### src/rtl/svm_dma_ctrl.sv
// Single-word DMA controller: queues read/write requests, issues them to the data SRAM
// under an arbiter grant and returns read data in issue order with fixed latency.
module svm_dma_ctrl #(
  parameter int FIFO_DEPTH = 4,
  parameter int RD_LAT     = 2,
  parameter int SRAM_AW    = 14
) (
  input  logic               clk,
  input  logic               rst,
  input  logic               mem_dma_req_vld,
  output logic               mem_dma_rdy,
  input  logic               mem_dma_rdbar_wr,
  input  logic [31:0]        mem_dma_req_addr,
  input  logic [31:0]        mem_dma_req_data,
  output logic [31:0]        mem_dma_rd_data,
  output logic               mem_dma_rd_data_vld,
  output logic               sram_req,
  input  logic               sram_gnt,
  output logic               sram_we,
  output logic [SRAM_AW-1:0] sram_addr,
  output logic [31:0]        sram_wdata,
  input  logic [31:0]        sram_rdata,
  input  logic               flush,
  input  logic               err_clr,
  output logic               err_addr,
  output logic               busy,
  output logic [1:0]         state_dbg
);

  localparam int PW = $clog2(FIFO_DEPTH);
  localparam int CW = PW + 1;

  // state_dbg encoding: 0 = IDLE, 1 = ISSUE, 2 = FLUSH
  typedef enum logic [1:0] {IDLE = 2'd0, ISSUE = 2'd1, FLUSH = 2'd2} state_t;

  state_t            state, state_next;
  logic [PW-1:0]     wr_ptr, rd_ptr;
  logic [CW-1:0]     count, count_next;
  logic              full_q;
  logic              fifo_wr   [FIFO_DEPTH];
  logic [31:0]       fifo_addr [FIFO_DEPTH];
  logic [31:0]       fifo_data [FIFO_DEPTH];
  logic              head_wr, head_legal;
  logic [31:0]       head_addr, head_data;
  logic              push, pop, clear, flush_now;
  logic              rd_issue, rd_zero, err_set;
  logic [RD_LAT:0]   pipe_vld;
  logic [RD_LAT-1:0] pipe_zero;

  assign head_wr    = fifo_wr[rd_ptr];
  assign head_addr  = fifo_addr[rd_ptr];
  assign head_data  = fifo_data[rd_ptr];
  assign head_legal = (head_addr[1:0] == 2'b00) && ((head_addr >> (SRAM_AW + 2)) == 32'd0);

  // Request handshake: a request is taken on a cycle with mem_dma_req_vld && mem_dma_rdy,
  // unless flush is seen in that same cycle, in which case the request is dropped.
  assign mem_dma_rdy = !full_q && (state != FLUSH);
  assign flush_now   = flush && (state != FLUSH);
  assign push        = mem_dma_req_vld && mem_dma_rdy && !flush;
  assign clear       = flush_now || (state == FLUSH);

  assign sram_we             = sram_req && head_wr;
  assign sram_addr           = sram_req ? head_addr[SRAM_AW+1:2] : '0;
  assign sram_wdata          = sram_req ? head_data : '0;
  assign mem_dma_rd_data_vld = pipe_vld[RD_LAT];
  assign busy                = (count != '0) || (|pipe_vld);
  assign state_dbg           = state;

  always_comb begin
    state_next = state;
    sram_req   = 1'b0;
    pop        = 1'b0;
    rd_issue   = 1'b0;
    rd_zero    = 1'b0;
    err_set    = 1'b0;
    case (state)
      IDLE: begin
        if (flush) state_next = FLUSH;
        else if (count != '0) state_next = ISSUE;
      end
      ISSUE: begin
        if (flush) begin
          state_next = FLUSH;
        end else if (count == '0) begin
          state_next = IDLE;
        end else begin
          if (head_legal) begin
            sram_req = 1'b1;
            pop      = sram_gnt;
            rd_issue = sram_gnt && !head_wr;
          end else begin
            // Bad address: drop the entry without touching the SRAM; reads still return zero.
            pop      = 1'b1;
            rd_issue = !head_wr;
            rd_zero  = 1'b1;
            err_set  = 1'b1;
          end
          if (pop && !push && (count == CW'(1))) state_next = IDLE;
        end
      end
      FLUSH: begin
        if (pipe_vld == '0) state_next = IDLE;
      end
      default: state_next = IDLE;
    endcase
  end

  always_comb begin
    count_next = count;
    if (clear) count_next = '0;
    else count_next = count + CW'(push) - CW'(pop);
  end

  always_ff @(posedge clk or posedge rst) begin
    if (rst) begin
      state           <= IDLE;
      wr_ptr          <= '0;
      rd_ptr          <= '0;
      count           <= '0;
      full_q          <= 1'b0;
      pipe_vld        <= '0;
      pipe_zero       <= '0;
      mem_dma_rd_data <= '0;
      err_addr        <= 1'b0;
      for (int i = 0; i < FIFO_DEPTH; i++) begin
        fifo_wr[i]   <= 1'b0;
        fifo_addr[i] <= '0;
        fifo_data[i] <= '0;
      end
    end else begin
      state  <= state_next;
      count  <= count_next;
      full_q <= (count_next == CW'(FIFO_DEPTH));
      if (clear) begin
        wr_ptr <= '0;
        rd_ptr <= '0;
      end else begin
        if (push) begin
          fifo_wr[wr_ptr]   <= mem_dma_rdbar_wr;
          fifo_addr[wr_ptr] <= mem_dma_req_addr;
          fifo_data[wr_ptr] <= mem_dma_req_data;
          wr_ptr            <= wr_ptr + PW'(1);
        end
        if (pop) rd_ptr <= rd_ptr + PW'(1);
      end
      // Reads already handed to the SRAM keep flowing through a flush.
      pipe_vld     <= {pipe_vld[RD_LAT-1:0], rd_issue};
      pipe_zero[0] <= rd_issue && rd_zero;
      for (int i = 1; i < RD_LAT; i++) pipe_zero[i] <= pipe_zero[i-1];
      if (pipe_vld[RD_LAT-1]) mem_dma_rd_data <= pipe_zero[RD_LAT-1] ? 32'h0 : sram_rdata;
      if (err_set) err_addr <= 1'b1;
      else if (err_clr) err_addr <= 1'b0;
    end
  end

endmodule

### config.mk
export PLATFORM = sky130hd
export DESIGN_NAME = svm_dma_ctrl
export DESIGN_NICKNAME = d
export VERILOG_FILES = /design/src/rtl/svm_dma_ctrl.sv
export SDC_FILE = /design/constraint.sdc
export NUM_CORES = 1
export LEC_CHECK = 0
export ABC_AREA = 1
export CORE_ASPECT_RATIO = 0.8
export CORE_MARGIN = 2
export CORE_UTILIZATION = 35
export DETAILED_ROUTE_END_ITERATION = 7
export GPL_ROUTABILITY_DRIVEN = 1
export PLACE_DENSITY = 0.56
export SYNTH_ARGS = -nofsm -noshare
export SYNTH_HDL_FRONTEND = slang
export SYNTH_SLANG_ARGS = --single-unit
### constraint.sdc
create_clock -name clk -period 23 [get_ports clk]
set_input_delay 2.3 -clock clk [delete_from_list [all_inputs] [get_ports clk]]
set_output_delay 2.3 -clock clk [all_outputs]
set_load 0.005 [all_outputs]
==> summary.txt <==
Global routing
  • First-pass GRT wire length: just under 60000 um
  • Initial antenna violation count: 1
  • Overflow after GRT: 0
  • GR Util All Layers: 0.1817
  • Vias in the first global route: around 11000
  • Largest net degree at the start of global routing: approximately 110

Pwr
  • Sequential share of power: 0.483
  • Pwr Density: 84.00 nW/um^2
  • Leakage: 7.700 nW
  • Switching Fraction: 0.2572
  • Sw power: ~0.00036 W
  • Pint: between 0.001 and 0.0015 W
  • Clk pwr share: 0.389
  • Comb pwr share: 0.128
  • VDD IR-drop max: between 50 and 60 uV

Worst setup path
  • Worst path slowest cell: clkdlybuf4s50_1
  • Startpoint Class: input port
  • Worst path max stage delay: 540 ps
  • Most Frequent Cell on Critical Path: clkdlybuf4s50_1
  • Crit path max-delay family: buffers and inverters
  • WS Path Type: in -> out
  • Worst Path Arrival: around 4500 ps
  • Critical-path cell list: clkdlybuf4s50_1, nor2_1, nand3_1, inv_1, nand2_2, buf_4, a21oi_1, clkdlybuf4s50_1
  • Critical Path RT: 20700 ps
  • Worst Path Buf+Inv: 4
  • Crit end category: primary output
  • Worst-path fanout max: 41

Die
  • Rows: 63
  • Die extent in y: 178.3 um
  • Die X-Extent: approximately 220 um
  • Initial Util: 0.3566
  • Core area: ~37000 sq um
  • IO Pins: around 190
  • Die area: between 30000 and 40000 sq um

Clock network
  • Hold buffer count at CTS: 0
  • Clock net sink count: just over 300
  • Cts bufs inserted: 35
  • Clock-pin slew on the worst setup and hold paths: approximately 60 ps
  • CTS tree: done
  • Clock buffer depth: 3
  • PostCTS Resize Cnt: 0
  • Root Driver: clkbuf_16
  • Worst skew pair latency: 510 ps
  • H-tree Lvls: 2
  • Setup repair bufs after CTS: 0

Timing
  • Setup violators final: 0
  • Final hold vios: 0
  • Setup tns final: 0 ps
  • RSZ-0062 raised after global routing: false
  • Worst Tran Pin Value: roughly 1000 ps
  • Headroom to the max-slew limit: 0.3193
  • Fraction of the cycle the final worst path needs: 0.2975
  • Min Tclk post-route: between 6000 and 7000 ps
  • FMAX: 146.1 MHz
  • Slew Limit Fails: 0
  • Skew final: roughly 9.3 ps
  • Fin Hold WS: 351.9 ps

Logic synthesis
  • Number of distinct library cells after synthesis: 32
  • Most common cell in the synthesized netlist: o21ai_0
  • Synth Net Count: ~1700
  • Asr flop ratio synth: 1.000
  • YS warnings: 0
  • Avg Synthesized Cell Area: about 8.5 sq um
  • Cells after synthesis: 1568
  • Proportion of netlist area held by the largest area contributor: 0.5797
  • Post-Syn Area: roughly 13000 sq um
  • Seq/Total Area, Yosys: 0.5797
  • Synth area leaders: dfrtp_1 58%, o21ai_0 13%, nand2_1 9.3%, nor2_1 6.6%, inv_1 3.4%
  • Synth cell count leaders: 349 x o21ai_0, 330 x nand2_1, 308 x dfrtp_1, 234 x nor2_1, 120 x inv_1
  • Post-synth EDFFs: 0
  • Commonest register cell after synthesis: dfrtp_1
  • Synth Register Bits: approximately 310
  • Area leader, netlist: dfrtp_1

Routing
  • Vias per cell: 4.855
  • DRT Pass-1 Iters: 5
  • Residual DRC: 0
  • DRT iter0 DRCs: between 900 and 1000
  • Aggregate routed wire length: ~35000 um
  • Wirelength per Cell: approximately 16 um
  • Vias post-DR: ~11000
  • Antenna Nets Post-Route: 0

Worst hold path
  • HP Class: reg -> reg

Final layout
  • Fin area: between 15000 and 20000 sq um
  • # fillers: roughly 3700
  • Core Util, Final: 0.4442
  • Area Overhead vs Synth: 24.57%
  • Fraction of layout cells with a size suffix above 1: 0.05324
  • Final #Nets: 1816

Placed design
  • DP Area: between 15000 and 20000 sq um
  • GP Congestion: between 0.7 and 0.8
  • I/O Buffers: 188
  • Hpwl dp: around 22000 um

Status
  • Status: finished clean

Flow run
  • Max-Cap Viols: 0
-- layout by cell type, fill, tap and decap left out, drive strengths merged, types with 10 or more instances in the layout --
| master | count |
|---|---|
| dfrtp | 308 |
| inv | 122 |
| buf | 12 |
| o21ai | 387 |
| a21oi | 50 |
| clkdlybuf4s50 | 188 |
| nor2 | 235 |
| nand2 | 332 |
| nand3 | 10 |
| clkbuf | 54 |
-- power by group through the flow --
stage / Combinational [W] / Sequential, W / Clock (W)
global placement: 0.000178 / 0.000678 / 0
detailed placement: 0.000181 / 0.000681 / 0
CTS: 0.000181 / 0.000672 / 0.000560
floorplan: 0.000121 / 0.000671 / 0
global route: 0.000211 / 0.000684 / 0.000583
finish: 0.000178 / 0.000672 / 0.000541
-- layout make-up --
cell class | instances | area, sq um | share of cell area
Antenna cell | 1 | 2.502 | 0.0001511
Clock buffer | 54 | 1020 | 0.06157
Clock inverter | 5 | 75.07 | 0.004532
Inverter | 122 | 465.4 | 0.02810
Multi-Input combinational cell | 1039 | 4707 | 0.2842
Sequential cell | 308 | 7712 | 0.4656
Tap cell | 487 | 609.3 | 0.03679
Timing Repair Buffer | 200 | 1972 | 0.1191
-- registers in the layout (all words and copies together), names as in the netlist, 2 cells and up --
register / flops
pipe_vld: 3
wr_ptr: 2
rd_ptr: 2
fifo_wr: 4
pipe_zero: 2
fifo_addr: 128
mem_dma_rd_data: 32
count: 3
fifo_data: 128
state_dbg: 2
-- final timing paths --
path / slack, ps / to / depth (start not counted) / from
max: 16160 / sram_addr[7] / 8 / flush
max in group asynchronous: 19090 / rd_ptr[0] / 3 / rst
min reg2reg: 350 / pipe_zero[1] / 0 / pipe_zero[0]
min in group asynchronous: 2310 / mem_dma_rd_data[24] / 2 / rst
min: 350 / pipe_zero[1] / 0 / pipe_zero[0]
max reg2reg: 19060 / full_q / 17 / rd_ptr[0]
-- layer usage --
metal  vias up  global-route usage  wire length [um]  part of all wire
li1       5293                   -                 -                 -
met4         0             0.04336               592             0.017
met2       285              0.2856             15660              0.45
met5         -                   0                 0                 0
met1      5139              0.2608             16960              0.48
met3        41             0.03377              1864             0.053
-- cells by family (layout without fill, tap and decap cells) --
group	Yosys count	after routing	synth area share
other cells	0	1	0
xor+xnor	1	1	0.0006588
buf+inv	221	381	0.06860
compound gates	441	441	0.1735
simple gates	590	590	0.1704
fa+ha+maj	7	7	0.007152
flops	308	308	0.5797
-- through the flow --
stage	total power, W	setup WS (ps)	instances
global route	0.001478	15920	2215
floorplan	0.0007924	12180	1568
CTS	0.001413	16130	2215
detailed placement	0.0008613	16140	2156
global placement	0.0008558	16210	2156
finish	0.001391	16160	2216
No activity file was read; power rests on OpenSTA's default activity.
